### src/rtl/ifu_fetch_if.sv
// Fetch-unit bus bundle: AR/R read channel, decode-side instruction handshake and redirect input.
// The master modport is the fetch unit; the slave modport is memory plus decode plus branch resolution.
interface ifu_fetch_if #(
  parameter int CPU_WIDTH = 32
);
  logic                 o_arvalid;
  logic [CPU_WIDTH-1:0] o_araddr;
  logic                 i_arready;
  logic                 i_rvalid;
  logic [CPU_WIDTH-1:0] i_rdata;
  logic [1:0]           i_rresp;
  logic                 o_rready;
  logic [CPU_WIDTH-1:0] o_instr;
  logic [CPU_WIDTH-1:0] o_pc;
  logic                 o_post_valid;
  logic                 i_post_ready;
  logic                 o_fetch_err;
  logic                 i_redirect_valid;
  logic [CPU_WIDTH-1:0] i_redirect_pc;

  modport master (
    output o_arvalid, o_araddr, o_rready, o_instr, o_pc, o_post_valid, o_fetch_err,
    input  i_arready, i_rvalid, i_rdata, i_rresp, i_post_ready, i_redirect_valid, i_redirect_pc
  );

  modport slave (
    input  o_arvalid, o_araddr, o_rready, o_instr, o_pc, o_post_valid, o_fetch_err,
    output i_arready, i_rvalid, i_rdata, i_rresp, i_post_ready, i_redirect_valid, i_redirect_pc
  );
endinterface

### src/rtl/ifu_fetch.sv
// Instruction fetch unit: single-outstanding AR/R reads, valid/ready hand-off to decode,
// and PC redirect with squashing of the wrong-path response already on the bus.
module ifu_fetch #(
  parameter int                   CPU_WIDTH = 32,
  parameter logic [CPU_WIDTH-1:0] RESET_PC  = 32'h8000_0000
) (
  input logic        i_clk,
  input logic        i_rst_n,
  ifu_fetch_if.master bus
);

  typedef enum logic [1:0] {
    IDLE,
    AR,
    R,
    HOLD
  } state_e;

  state_e               state_q,      state_d;
  logic [CPU_WIDTH-1:0] pc_q,         pc_d;
  logic [CPU_WIDTH-1:0] tgt_q,        tgt_d;
  logic                 drop_q,       drop_d;
  logic                 arvalid_q,    arvalid_d;
  logic                 rready_q,     rready_d;
  logic                 post_valid_q, post_valid_d;
  logic [CPU_WIDTH-1:0] instr_q,      instr_d;
  logic [CPU_WIDTH-1:0] opc_q,        opc_d;
  logic                 err_q,        err_d;

  logic [CPU_WIDTH-1:0] redir_pc;
  logic [CPU_WIDTH-1:0] pc_plus4;
  logic                 beat_err;

  assign redir_pc = bus.i_redirect_pc & ~(CPU_WIDTH'(3));
  assign pc_plus4 = pc_q + CPU_WIDTH'(4);
  assign beat_err = (bus.i_rresp != 2'b00);

  always_ff @(posedge i_clk or negedge i_rst_n) begin
    if (!i_rst_n) begin
      state_q      <= IDLE;
      pc_q         <= RESET_PC;
      tgt_q        <= RESET_PC;
      drop_q       <= 1'b0;
      arvalid_q    <= 1'b0;
      rready_q     <= 1'b0;
      post_valid_q <= 1'b0;
      instr_q      <= '0;
      opc_q        <= '0;
      err_q        <= 1'b0;
    end else begin
      state_q      <= state_d;
      pc_q         <= pc_d;
      tgt_q        <= tgt_d;
      drop_q       <= drop_d;
      arvalid_q    <= arvalid_d;
      rready_q     <= rready_d;
      post_valid_q <= post_valid_d;
      instr_q      <= instr_d;
      opc_q        <= opc_d;
      err_q        <= err_d;
    end
  end

  always_comb begin
    state_d      = state_q;
    pc_d         = pc_q;
    tgt_d        = tgt_q;
    drop_d       = drop_q;
    post_valid_d = post_valid_q;
    instr_d      = instr_q;
    opc_d        = opc_q;
    err_d        = err_q;

    unique case (state_q)
      IDLE: begin
        state_d = AR;
        if (bus.i_redirect_valid) begin
          pc_d = redir_pc;
        end
      end

      // The address is frozen while arvalid is up, so a redirect here is parked in tgt_q
      // and the response of the already-issued request gets thrown away.
      AR: begin
        if (bus.i_redirect_valid) begin
          tgt_d  = redir_pc;
          drop_d = 1'b1;
        end
        if (bus.i_arready) begin
          state_d = R;
        end
      end

      R: begin
        if (bus.i_rvalid) begin
          if (bus.i_redirect_valid) begin
            pc_d    = redir_pc;
            drop_d  = 1'b0;
            state_d = AR;
          end else if (drop_q) begin
            pc_d    = tgt_q;
            drop_d  = 1'b0;
            state_d = AR;
          end else begin
            instr_d      = beat_err ? '0 : bus.i_rdata;
            opc_d        = pc_q;
            err_d        = beat_err;
            post_valid_d = 1'b1;
            state_d      = HOLD;
          end
        end else if (bus.i_redirect_valid) begin
          tgt_d  = redir_pc;
          drop_d = 1'b1;
        end
      end

      // A redirect coinciding with the decode handshake still completes it; only pc differs.
      HOLD: begin
        if (bus.i_redirect_valid) begin
          pc_d         = redir_pc;
          post_valid_d = 1'b0;
          state_d      = AR;
        end else if (bus.i_post_ready) begin
          pc_d         = pc_plus4;
          post_valid_d = 1'b0;
          state_d      = AR;
        end
      end

      default: begin
        state_d = IDLE;
      end
    endcase

    arvalid_d = (state_d == AR);
    rready_d  = (state_d == R);
  end

  assign bus.o_arvalid    = arvalid_q;
  assign bus.o_araddr     = pc_q;
  assign bus.o_rready     = rready_q;
  assign bus.o_instr      = instr_q;
  assign bus.o_pc         = opc_q;
  assign bus.o_post_valid = post_valid_q;
  assign bus.o_fetch_err  = err_q;

  a_araddr_stable : assert property (@(posedge i_clk) disable iff (!i_rst_n)
    (arvalid_q && !bus.i_arready) |=> (arvalid_q && $stable(pc_q)));

  a_single_outstanding : assert property (@(posedge i_clk) disable iff (!i_rst_n)
    !(arvalid_q && (rready_q || post_valid_q)));

  a_pc_aligned : assert property (@(posedge i_clk) disable iff (!i_rst_n)
    (pc_q[1:0] == 2'b00));

endmodule

### src/flat_wrapper.sv
// flat-port wrapper written by rule: the top's interface ports become plain ports
module ifu_fetch_flat 
#(
  parameter int                   CPU_WIDTH = 32,
  parameter logic [CPU_WIDTH-1:0] RESET_PC  = 32'h8000_0000
)
  (i_clk, i_rst_n, bus_o_arvalid, bus_o_araddr, bus_o_rready, bus_o_instr, bus_o_pc, bus_o_post_valid, bus_o_fetch_err, bus_i_arready, bus_i_rvalid, bus_i_rdata, bus_i_rresp, bus_i_post_ready, bus_i_redirect_valid, bus_i_redirect_pc);
  ifu_fetch_if #(.CPU_WIDTH(CPU_WIDTH)) bus_i ();
  input logic i_clk;
  input logic i_rst_n;
  output wire logic [$bits(bus_i.o_arvalid)-1:0] bus_o_arvalid;
  output wire logic [$bits(bus_i.o_araddr)-1:0] bus_o_araddr;
  output wire logic [$bits(bus_i.o_rready)-1:0] bus_o_rready;
  output wire logic [$bits(bus_i.o_instr)-1:0] bus_o_instr;
  output wire logic [$bits(bus_i.o_pc)-1:0] bus_o_pc;
  output wire logic [$bits(bus_i.o_post_valid)-1:0] bus_o_post_valid;
  output wire logic [$bits(bus_i.o_fetch_err)-1:0] bus_o_fetch_err;
  input wire logic [$bits(bus_i.i_arready)-1:0] bus_i_arready;
  input wire logic [$bits(bus_i.i_rvalid)-1:0] bus_i_rvalid;
  input wire logic [$bits(bus_i.i_rdata)-1:0] bus_i_rdata;
  input wire logic [$bits(bus_i.i_rresp)-1:0] bus_i_rresp;
  input wire logic [$bits(bus_i.i_post_ready)-1:0] bus_i_post_ready;
  input wire logic [$bits(bus_i.i_redirect_valid)-1:0] bus_i_redirect_valid;
  input wire logic [$bits(bus_i.i_redirect_pc)-1:0] bus_i_redirect_pc;
  assign bus_o_arvalid = bus_i.o_arvalid;
  assign bus_o_araddr = bus_i.o_araddr;
  assign bus_o_rready = bus_i.o_rready;
  assign bus_o_instr = bus_i.o_instr;
  assign bus_o_pc = bus_i.o_pc;
  assign bus_o_post_valid = bus_i.o_post_valid;
  assign bus_o_fetch_err = bus_i.o_fetch_err;
  assign bus_i.i_arready = bus_i_arready;
  assign bus_i.i_rvalid = bus_i_rvalid;
  assign bus_i.i_rdata = bus_i_rdata;
  assign bus_i.i_rresp = bus_i_rresp;
  assign bus_i.i_post_ready = bus_i_post_ready;
  assign bus_i.i_redirect_valid = bus_i_redirect_valid;
  assign bus_i.i_redirect_pc = bus_i_redirect_pc;
  ifu_fetch #(.CPU_WIDTH(CPU_WIDTH), .RESET_PC(RESET_PC)) u_core (.i_clk(i_clk), .i_rst_n(i_rst_n), .bus(bus_i));
endmodule
### config.mk
export PLATFORM = sky130hd
export DESIGN_NAME = ifu_fetch_flat
export DESIGN_NICKNAME = d
export VERILOG_FILES = /design/src/rtl/ifu_fetch_if.sv /design/src/rtl/ifu_fetch.sv /design/src/flat_wrapper.sv
export SDC_FILE = /design/constraint.sdc
export NUM_CORES = 1
export LEC_CHECK = 0
export ABC_AREA = 1
export BUFFER_PORTS_ARGS = -buffer_cell sky130_fd_sc_hd__buf_2
export CORE_ASPECT_RATIO = 1.75
export CORE_MARGIN = 2
export CORE_UTILIZATION = 55
export CTS_CLUSTER_DIAMETER = 30
export DETAILED_ROUTE_END_ITERATION = 6
export GPL_ROUTABILITY_DRIVEN = 0
export PLACE_DENSITY = 0.89
export SYNTH_ARGS = -nofsm -noshare
export SYNTH_HDL_FRONTEND = slang
export SYNTH_SLANG_ARGS = --single-unit
### constraint.sdc
create_clock -name i_clk -period 2.7 [get_ports i_clk]
set_input_delay 0.27 -clock i_clk [delete_from_list [all_inputs] [get_ports i_clk]]
set_output_delay 0.27 -clock i_clk [all_outputs]
set_load 0.1 [all_outputs]
==> metrics.md, run 1 <==
| Metric | Value |
|---|---|
| Fillers | ~900 |
| Synth unique cells | 39 |
| Post-route ant nets | 0 |
| Share of cells above drive strength 1 | 24.9% |
| CTS tree | yes |
| First drt pass iteration count | 5 |
| Clk_lat worst skew | 0.42 ns |
| Global-route wire length before repair | about 30000 um |
| FF-to-FF End | u_core.bus.o_araddr[8] |
| Clock Sinks | roughly 140 |
| Critical path arrival | 2.45 ns |
| Final setup violation count | 0 |
| Startpoint Class | register |
| R2R cell count | 11 |
| Hpwl dp | roughly 13000 um |
| Gr usage total | 28.8% |
| Post-Route WL | ~19000 um |
| # IOs | between 150 and 200 |
| Post-Synthesis Cell Area | around 6700 sq um |
| Critical-path top delay cell | dfrtp_1 |
| Min-Delay Path Class | input port to register |
| Tcrit/Tclk final | ~80% |
| Row count | 53 |
| Final Hold Fails | 0 |
| Max stage delay on crit path | about 0.43 ns |
| CTS Buffer Depth | 2 |
| Ys Warns | 0 |
| Vias in the first global route | between 6000 and 7000 |
| Number of diodes | 0 |
| Area grow syn2layout | 24.2% |
| Slew HR | 57.3% |
| Flops & latches, synth | ~140 |
| Mapped Cells | 803 |
| Post-cts resize count | 0 |
| # port buffers | ~170 |
| EDFF count, synth | 0 |
| Sum Neg Setup Slack | 0 ns |
| Die area | roughly 13000 sq um |
| Hold path depth | 2 |
| Syn_area_per_cell | about 8.3 sq um |
| Drt drc | 0 |
| Sequential fraction of the synthesis area | between 50 and 60% |
| Worst Skew | around 0.0074 ns |
| Flop2flop setup slack | about 0.54 ns |
| Top delay family on crit path | buffers and inverters |
| Core Area | 11900 sq um |
| Buf/Inv on CP | 4 |
| Tmin final | approximately 2.2 ns |
| CTS HTree Levels | 4 |
| Via-to-Cell Ratio | 5.77 |
| Asr flop ratio synth | 100% |
| RSZ-0062 raised after global routing | no |
| Commonest cells after routing, fill and taps aside | nand2_1 (194), buf_2 (168), dfrtp_1 (133) |
| Worst setup path class | register to register |
| GRT Residual Overflow | 0 |
| Die Y | ~150 um |
| Num CTS Buffers | 17 |
| CTS clk-pin slew, worst paths | ~0.060 ns |
| Worst-case hold path end point | u_core.bus.o_instr[30] |
| Maximum fanout along the worst path | 34 |
| Fmax | 462 MHz |
| Commonest non-fill, non-tap cell in the layout | nand2_1 |
| Vias after detailed routing | between 6000 and 7000 |
| Initial antenna violation count | 0 |
| Syn_nets | roughly 880 |
| Data required, critical path | between 2 and 3 ns |
| Pins Over Slew Limit | 0 |
| Nets@finish | ~1000 |
| Crit path capture type | register |
| DR iter-0 viols | 574 |
| R2r startpoint | u_core.state_q[0] |
| CP Cell Sequence | inv_1, ha_1, inv_2, nor2_1, inv_2, o21ai_2, nor2_4, buf_4, nand2_1, o21ai_0, a32oi_1 |
| Top_reg_cell synth | dfrtp_1 |
| Status | complete, no violations |
| Clock root cell | clkbuf_16 |
| Worst Tran Pin Value | about 0.64 ns |
| Worst Hold Launch | bus_i_rdata[30] |
| Number of max-cap violations | 0 |
| Largest net degree at the start of global routing | 69 |
| Die W | around 90 um |
| DR WL/cell | between 15 and 20 um |
| Most used cell, CP | inv_2 |
| Initial Util | a little under three fifths |
synth_stat cells, types with 6 or more instances:
library cell    n  area (sq um)
xor2_1          9          78.8
nand2_1       194           728
a22oi_1         9          67.6
nand4_1         6          37.5
o21ai_1         9          45.0
clkbuf_1       26          97.6
o21ai_0        93           465
a31oi_1        12          75.1
a21boi_0       23           173
inv_2          10          37.5
nor2_1         59           221
a22o_1         32           280
nand3_1        27           135
dfrtp_1       133          3330
buf_2          12          60.1
a211oi_1       15           113
a21oi_1        23           115
ha_1            7          87.6
inv_1          72           270
how the worst max path moves through the flow:
stage | startpoint | to | slack (ns) | cells after the start
after floorplan | u_core.bus.o_araddr[3] | u_core.bus.o_araddr[22] | 0.36 | 8
after global placement | u_core.state_q[0] | u_core.bus.o_instr[28] | 0.66 | 8
after detailed placement | u_core.state_q[0] | u_core.bus.o_instr[11] | 0.57 | 8
after CTS | u_core.state_q[0] | u_core.bus.o_instr[11] | 0.55 | 8
after global routing | u_core.state_q[0] | u_core.bus.o_pc[21] | 0.39 | 8
final | u_core.state_q[0] | u_core.bus.o_araddr[8] | 0.54 | 11
registers in the layout, summed over array words and instances (netlist names):
name,cells
u_core.tgt_q,32
u_core.bus.o_arvalid,1
u_core.bus.o_instr,32
u_core.state_q,2
u_core.bus.o_post_valid,1
u_core.bus.o_pc,32
u_core.bus.o_rready,1
u_core.bus.o_araddr,32
u_core.bus.o_fetch_err,1
u_core.drop_q,1
area by class of cell:
class,count,area (sq um),share of cell area [%]
flip-flops and latches,135,3380,40.7
clock buffers,17,425,5.12
well taps,137,171,2.06
multi-input cells,545,2840,34.2
repair buffers,186,1010,12.1
inverters,82,308,3.70
clock inverters,15,178,2.14
worst register-to-register path, cell delays in order (launching register included):
cell	delay, ns
dfrtp_1	0.43
inv_1	0.11
ha_1	0.27
inv_2	0.11
nor2_1	0.05
inv_2	0.08
o21ai_2	0.10
nor2_4	0.15
buf_4	0.36
nand2_1	0.15
o21ai_0	0.11
a32oi_1	0.12
logic make-up (layout without fill, tap and decap cells):
logic type | count (synthesis) | count (layout) | synth area share (%)
adder cells (fa/ha/maj) | 7 | 7 | 1.31
flip-flops | 135 | 135 | 50.5
AND/OR/NAND/NOR | 306 | 306 | 19.0
XOR/XNOR | 9 | 9 | 1.18
multiplexers | 1 | 1 | 0.150
AO/OA/AOI/OAI | 222 | 222 | 20.7
buffers and inverters | 123 | 300 | 7.18
what timing repair did:
| item | CTS | global route |
|---|---|---|
| buffers inserted | 0 | 0 |
| hold buffers | 1 | 0 |
| endpoints found under the hold margin | 64 | 0 |
stage by stage:
stage / setup slack [ns] / std cells / area (sq um) / hold WS, ns / util [%]
detailed placement: 0.573 / 1084 / 7700 / 0.310 / 64.5
global placement: 0.655 / 1084 / 7700 / 0.310 / 64.5
global route: 0.392 / 1117 / 8310 / 0.0640 / 69.7
CTS: 0.551 / 1117 / 8310 / 0.0624 / 69.7
finish: 0.537 / 1117 / 8310 / 0.0692 / 69.7
floorplan: 0.359 / 803 / 6690 / -0.0256 / -
per-layer routing:
metal / track usage [%] / vias up / share of wire [%]
met5: 0 / - / 0
met4: 17.4 / 0 / 5.5
met3: 5.85 / 70 / 7.4
met2: 49.2 / 360 / 51
met1: 32.1 / 3003 / 36
li1: - / 3009 / -
Power of run 1 is not shown: default switching activity piles up to over one toggle a cycle in this logic, so the estimate is an artifact.
==> run 2: changes to the inputs <==
Settings changed: ABC_AREA 1 to 0, CORE_UTILIZATION 55 to 52, PLACE_DENSITY 0.89 to 0.87.
Clock period 2.7 ns to 2.1 ns, I/O delays scaled along.
==> run 2 against run 1 <==
Effect of this change:
- synthesized area decreased by 9.5%
- synthesized cell count is 29% lower
- flip-flop and latch count unchanged
- hold slack lost 0.059 ns
- global-route usage grew 0.57 points
- die area fell by 4.1%
- final area fell by 1.2%
- largest cell class unchanged
- the run now ends with negative setup slack left
- wire length up 1.1%
- fmax rose by 2.2%
- first-iteration DRC count is 6.3% higher
- worst setup slack lost 0.55 ns
==> metrics.md, run 2 <==
| Metric | Value |
|---|---|
| Number of diodes | 0 |
| Internal | roughly 7.6 mW |
| Crit path to | u_core.bus.o_araddr[13] |
| Clock Sinks | about 140 |
| Core Area | ~11000 sq um |
| Placed insts | 874 |
| R2R cell count | 9 |
| # IOs | roughly 170 |
| Startpoint Class | register |
| Syn_nets | ~650 |
| Post-route insts no fill | between 900 and 1000 |
| R2r startpoint | u_core.state_q[1] |
| Ys Warns | 0 |
| Hpwl dp | between 10000 and 15000 um |
| Area grow syn2layout | 35.6% |
| Buf/Inv on CP | 3 |
| Worst vdd ir | between 1.5 and 2 mV |
| Pins Over Slew Limit | 0 |
| Static Leak | 4.13 nW |
| Fillers | 785 |
| Worst path depth | 9 |
| Data required, critical path | roughly 2.4 ns |
| Worst Skew | ~0.008 ns |
| Hold WS | 0.00971 ns |
| Initial Util | 52.9% |
| EDFF count, synth | 0 |
| Critical path arrival | ~2.4 ns |
| Flops & latches, synth | between 100 and 150 |
| Synth unique cells | 49 |
| CTS Buffer Depth | 2 |
| Tcrit/Tclk final | 101% |
| Synth top area cells | dfrtp_1 (55%), nand2_1 (6.4%), a22o_1 (5.8%), mux2_2 (5.6%), o21ai_0 (4.1%) |
| Most Used Layer, Global Route | met2 |
| Largest net degree at the start of global routing | between 50 and 60 |
| Maximum fanout along the worst path | 8 |
| Count leader, synth | dfrtp_1 |
| Top cell type's share of synthesized area | 54.9% |
| Nets@finish | 848 |
| Mapped Cells | roughly 570 |
| Post-route ant nets | 0 |
| DR iter-0 viols | between 600 and 700 |
| Slew HR | 63.9% |
| Critical-path top delay cell | dfrtp_2 |
| CP Cell Sequence | ha_4, nor2b_4, nor2b_4, buf_4, nor4_4, buf_6, buf_4, o21ai_0, o2bb2ai_1 |
| Commonest non-fill, non-tap cell in the layout | buf_2 |
| Vias in the first global route | just under 6000 |
| Final Hold Fails | 0 |
| Failing checks | negative setup slack |
| Num CTS Buffers | 17 |
| GRT Residual Overflow | 0 |
| Die Y | between 100 and 150 um |
| Clk pwr share | roughly 20% |
| First drt pass iteration count | 5 |
| CTS tree | yes |
| Gr usage total | between 20% and 30% |
| Switch Pwr | 8.09 mW |
| Sum Neg Setup Slack | -0.0180 ns |
| Sw Share | 51.5% |
| DR WL/cell | approximately 20 um |
| Met3 Resource Use GR | slightly below 6% |
| Die area | approximately 13000 sq um |
| Clock root cell | clkbuf_16 |
| Via-to-Cell Ratio | 6.19 |
| Flop2flop setup slack | -0.02 ns |
| Syn_area_per_cell | about 11 sq um |
| Drt drc | 0 |
| # port buffers | 169 |
| Top delay family on crit path | simple AND/OR/NAND/NOR gates |
| Top_reg_cell synth | dfrtp_1 |
| Power Dens Cells | around 1900 nW/um^2 |
| CTS clk-pin slew, worst paths | roughly 0.060 ns |
| Gate power share | 51.6% |
| Final setup violation count | 2 |
| Vias after detailed routing | about 5700 |
| Global-route wire length before repair | around 29000 um |
| Worst setup path class | register to register |
| Number of max-cap violations | 0 |
| Commonest cells after routing, fill and taps aside | buf_2 (169), dfrtp_1 (107), nand2_1 (104) |
| Initial antenna violation count | 0 |
| Seq pwr share | roughly 29% |
| Crit path capture type | register |
| Status | finished, violations left |
| CP startpoint | u_core.state_q[1] |
| Routing usage on met2 | ~50% |
| Fmax | around 470 MHz |
| Tmin final | approximately 2.1 ns |
| Post-Synthesis Cell Area | 6060 sq um |
| Yosys top cell by area | dfrtp_1 |
| Setup ws final | -0.0151 ns |
| FF-to-FF End | u_core.bus.o_araddr[13] |
| Asr flop ratio synth | 100% |
| Post-synth top cells | dfrtp_1 (133), nand2_1 (104), o21ai_0 (50) |
| Final Power | about 16 mW |
| Sequential fraction of the synthesis area | between 50% and 60% |
| Share of cells above drive strength 1 | between 40% and 50% |
| Row count | 52 |
| Met1 Use GR | approximately a third |
| Die W | around 86 um |
| Clk_lat worst skew | about 0.42 ns |
| Post-Route WL | 18700 um |
| Pre-CTS setup slack | -0.0395 ns |
| Min-Delay Path Class | input port to register |
| CTS HTree Levels | 4 |
| Max stage delay on crit path | around 0.45 ns |
| Worst Tran Pin Value | 0.537 ns |
## run 2: cell types whose count changed after synthesis, moves of 12 or more
cell / delta
a21oi_1: -12
a211oi_1: -13
inv_1: -60
mux2_2: +30
nand2_1: -90
nand3_1: -18
o21ai_0: -43
a21boi_0: -23
nor2_1: -29
## run 2: worst min path at each step
stage | startpoint | to | slack [ns] | depth (start not counted)
CTS | bus_i_rdata[24] | u_core.bus.o_instr[24] | 0.001 | 2
finish | bus_i_rdata[24] | u_core.bus.o_instr[24] | 0.01 | 2
floorplan | i_rst_n | u_core.bus.o_araddr[0] | -0.09 | 0
global route | bus_i_rdata[18] | u_core.bus.o_instr[18] | 0.009 | 2
detailed placement | i_rst_n | u_core.tgt_q[7] | 0.20 | 1
global placement | i_rst_n | u_core.tgt_q[7] | 0.19 | 1
## run 2: through the flow
stage          util (%)  instance area, sq um
3_3_place_gp       64.4                  7370
6_report           71.8                  8220
5_1_grt            71.8                  8220
3_5_place_dp       64.4                  7370
2_1_floorplan         -                  6180
4_1_cts            70.2                  8040
## run 2: timing repair
| action | 4_1_cts | 5_1_grt |
|---|---|---|
| pin swaps | 0 | 3 |
| endpoints found under the setup margin | 9 | 21 |
| endpoints found under the hold margin | 47 | 0 |
| resized for setup | 3 | 25 |
| hold buffers | 1 | 0 |
| buffers inserted | 0 | 6 |
| cloned | 1 | 3 |
## run 2: cell families (layout without fill, tap and decap cells)
| kind of cell | count (synthesis) | count (layout) | share of synthesized area [%] |
|---|---|---|---|
| xor+xnor | 1 | 1 | 0.145 |
| simple gates | 190 | 190 | 14.7 |
| compound gates | 161 | 161 | 19.1 |
| mux | 30 | 30 | 5.57 |
| buf+inv | 49 | 258 | 3.18 |
| fa+ha+maj | 7 | 7 | 1.45 |
| flops | 135 | 135 | 55.8 |
## run 2: layout make-up
type	instances	area [sq um]	share of cell area (%)
inverters	12	45.0	0.548
well taps	135	169	2.06
flip-flops and latches	135	3450	42.0
repair buffers	214	1340	16.3
clock buffers	17	425	5.18
multi-input cells	389	2600	31.7
clock inverters	15	191	2.33
## run 2: routing by layer
metal	vias to the layer above	wire, um
li1	2486	-
met1	2784	6710
met2	332	9900
met3	71	1280
met4	0	848
met5	-	0
## run 2: power by group through the flow
stage | Combinational, mW | Sequential (mW) | Clock (mW)
final | 8.10 | 4.51 | 3.09
after global routing | 8.39 | 4.63 | 3.23
after CTS | 7.62 | 4.44 | 3.12
after detailed placement | 7.41 | 4.47 | 0
after global placement | 7.19 | 4.40 | 0
after floorplan | 2.04 | 8.17 | 0
(Power assumes the default switching activity.)
==> run 3: changes to the inputs <==
Settings changed: MAX_ROUTING_LAYER set to met4, REMOVE_ABC_BUFFERS set to 1.
==> run 3 against run 2 <==
Effect of this change:
- clock power decreased by 6%
- register-to-register slack worse by 0.02 ns
- hold slack better by 0.0041 ns
- largest cell class unchanged
- global-route usage down 0.60 points
- non-clock buffer count grew 10
- die area unchanged
- utilization is 0.56 points lower
- worst setup slack worse by 0.015 ns
- count of clock-buffer cells in the layout rose by 1
- the flow still finishes with violations (negative setup slack)
- clock skew is 0.0018 ns higher
- cell count is 1.1% higher
- wire length down 2.9%
==> metrics.md, run 3 (synthesis gave the netlist of run 2 again) <==
| Metric | Value |
|---|---|
| Status | finished, violations left |
| Failing checks | negative setup slack |
| Vias after detailed routing | roughly 5700 |
| Maximum fanout along the worst path | 6 |
| Nets@finish | roughly 860 |
| Post-route insts no fill | just over 900 |
| Worst vdd ir | around 1.4 mV |
| Hold WS | about 0.014 ns |
| Drt drc | 0 |
| Setup ws final | -0.0303 ns |
| CTS HTree Levels | 4 |
| Gr usage total | ~29% |
| Die Y | about 150 um |
| Final Power | between 15 and 20 mW |
| Worst Skew | around 0.0097 ns |
| Worst setup path class | register to register |
| DR WL/cell | between 15 and 20 um |
| Largest net degree at the start of global routing | 68 |
| DR iter-0 viols | ~630 |
| Global-route wire length before repair | 27700 um |
| Critical-path top delay cell | or4_4 |
| Core Area | between 10000 and 15000 sq um |
| Commonest non-fill, non-tap cell in the layout | buf_2 |
| GRT Residual Overflow | 0 |
| Pre-CTS setup slack | -0.0636 ns |
| Finished Cell Area | about 8000 sq um |
| Final setup violation count | 3 |
| # port buffers | 169 |
| Clock Sinks | about 140 |
| Critical path arrival | ~2.4 ns |
| Tcrit/Tclk final | 101% |
| Number of diodes | 0 |
| Placed cell areas | ~7400 sq um |
| Power Dens Cells | about 1900 nW/um^2 |
| Clock root cell | clkbuf_16 |
| Number of max-cap violations | 0 |
| Share of cells above drive strength 1 | between 30% and 40% |
| Sum Neg Setup Slack | -0.0364 ns |
| Slew HR | just under 60% |
| CTS clk-pin slew, worst paths | around 0.060 ns |
| Num CTS Buffers | 17 |
| Tmin final | around 2.1 ns |
| Crit path capture type | register |
| Static Leak | 4.17 nW |
| RSZ-0062 raised after global routing | yes |
| Data required, critical path | roughly 2.4 ns |
| Worst Tran Pin Value | between 0.6 and 0.7 ns |
| Hpwl dp | between 10000 and 15000 um |
| Die W | 85.6 um |
| Min-Delay Path Class | input port to register |
| Post-Route WL | ~18000 um |
| Row count | 52 |
| Clk_lat worst skew | around 0.42 ns |
| Final Hold Fails | 0 |
| CTS Buffer Depth | 2 |
| Max stage delay on crit path | approximately 0.54 ns |
| Initial antenna violation count | 0 |
| CTS tree | yes |
| CP Cell Sequence | inv_2, buf_4, ha_1, nor2b_2, or4_4, buf_12, a21o_1, a22o_1 |
| Commonest cells after routing, fill and taps aside | buf_2 (168), dfrtp_1 (132), nand2_1 (104) |
| # IOs | between 150 and 200 |
| Post-layout util | between 70 and 80% |
| Fmax | between 400 and 500 MHz |
| Post-route ant nets | 0 |
| Area grow syn2layout | 34.6% |
| Startpoint Class | register |
| Placed insts | roughly 900 |
| Vias in the first global route | 5791 |
| Die area | around 13000 sq um |
| Initial Util | between 50% and 60% |
| First drt pass iteration count | 7 |
| Pins Over Slew Limit | 0 |
| Via-to-Cell Ratio | slightly above 6 |
run 3: changes by cell type in the layout (fill, tap and decap cells not counted), sizes merged:
cell    previous run  this run
bufinv             3         2
inv               18        15
buf              210       220
clkbuf            19        21
clkinv             3         6
bufbuf             1         0
run 3: layer usage:
layer / GRT usage [%] / wire, um / up-vias
met2: 48.7 / 9700 / 362
li1: - / - / 2512
met3: 6.85 / 1530 / 53
met4: 13.8 / 479 / 0
met1: 31.2 / 6490 / 2781
met5: - / 0 / -
run 3: where the power goes:
part | leakage (nW) | switching [mW] | internal, mW
clock | 0.277 | 1.14 | 1.75
combinational | 2.15 | 6.13 | 2.19
sequential | 1.75 | 0.738 | 3.50
run 3: final timing paths:
| path | end | startpoint | depth (start not counted) | slack [ns] |
|---|---|---|---|---|
| min reg2reg | u_core.bus.o_pc[5] | u_core.bus.o_pc[5] | 2 | 0.47 |
| min in group asynchronous | u_core.bus.o_instr[19] | i_rst_n | 2 | 0.38 |
| max in group asynchronous | u_core.bus.o_instr[24] | i_rst_n | 3 | 1.00 |
| max reg2reg | u_core.bus.o_araddr[23] | u_core.state_q[0] | 8 | -0.03 |
| max | u_core.bus.o_araddr[23] | u_core.state_q[0] | 8 | -0.03 |
| min | u_core.bus.o_instr[20] | bus_i_rdata[20] | 2 | 0.01 |
run 3: area by class of cell:
| class | count | area, sq um |
|---|---|---|
| Clock buffer | 18 | 429 |
| Multi-Input combinational cell | 389 | 2600 |
| Sequential cell | 135 | 3380 |
| Fill cell | 779 | 3300 |
| Clock inverter | 14 | 150 |
| Timing Repair Buffer | 224 | 1380 |
| Tap cell | 135 | 169 |
| Inverter | 12 | 45.0 |
run 3: critical path, delay by kind of cell (launching register included):
family          cells  cell delay (ns)
simple gates        2             0.72
buf+inv             3             0.39
flops               1             0.37
compound gates      2             0.32
fa+ha+maj           1             0.21
run 3: timing repair:
action | CTS | global route
pin swaps | 0 | 3
cloned | 0 | 3
hold buffers | 1 | 0
endpoints found under the setup margin | 12 | 23
buffers inserted | 0 | 1
resized for setup | 6 | 22
hold endpoints to repair | 61 | 0
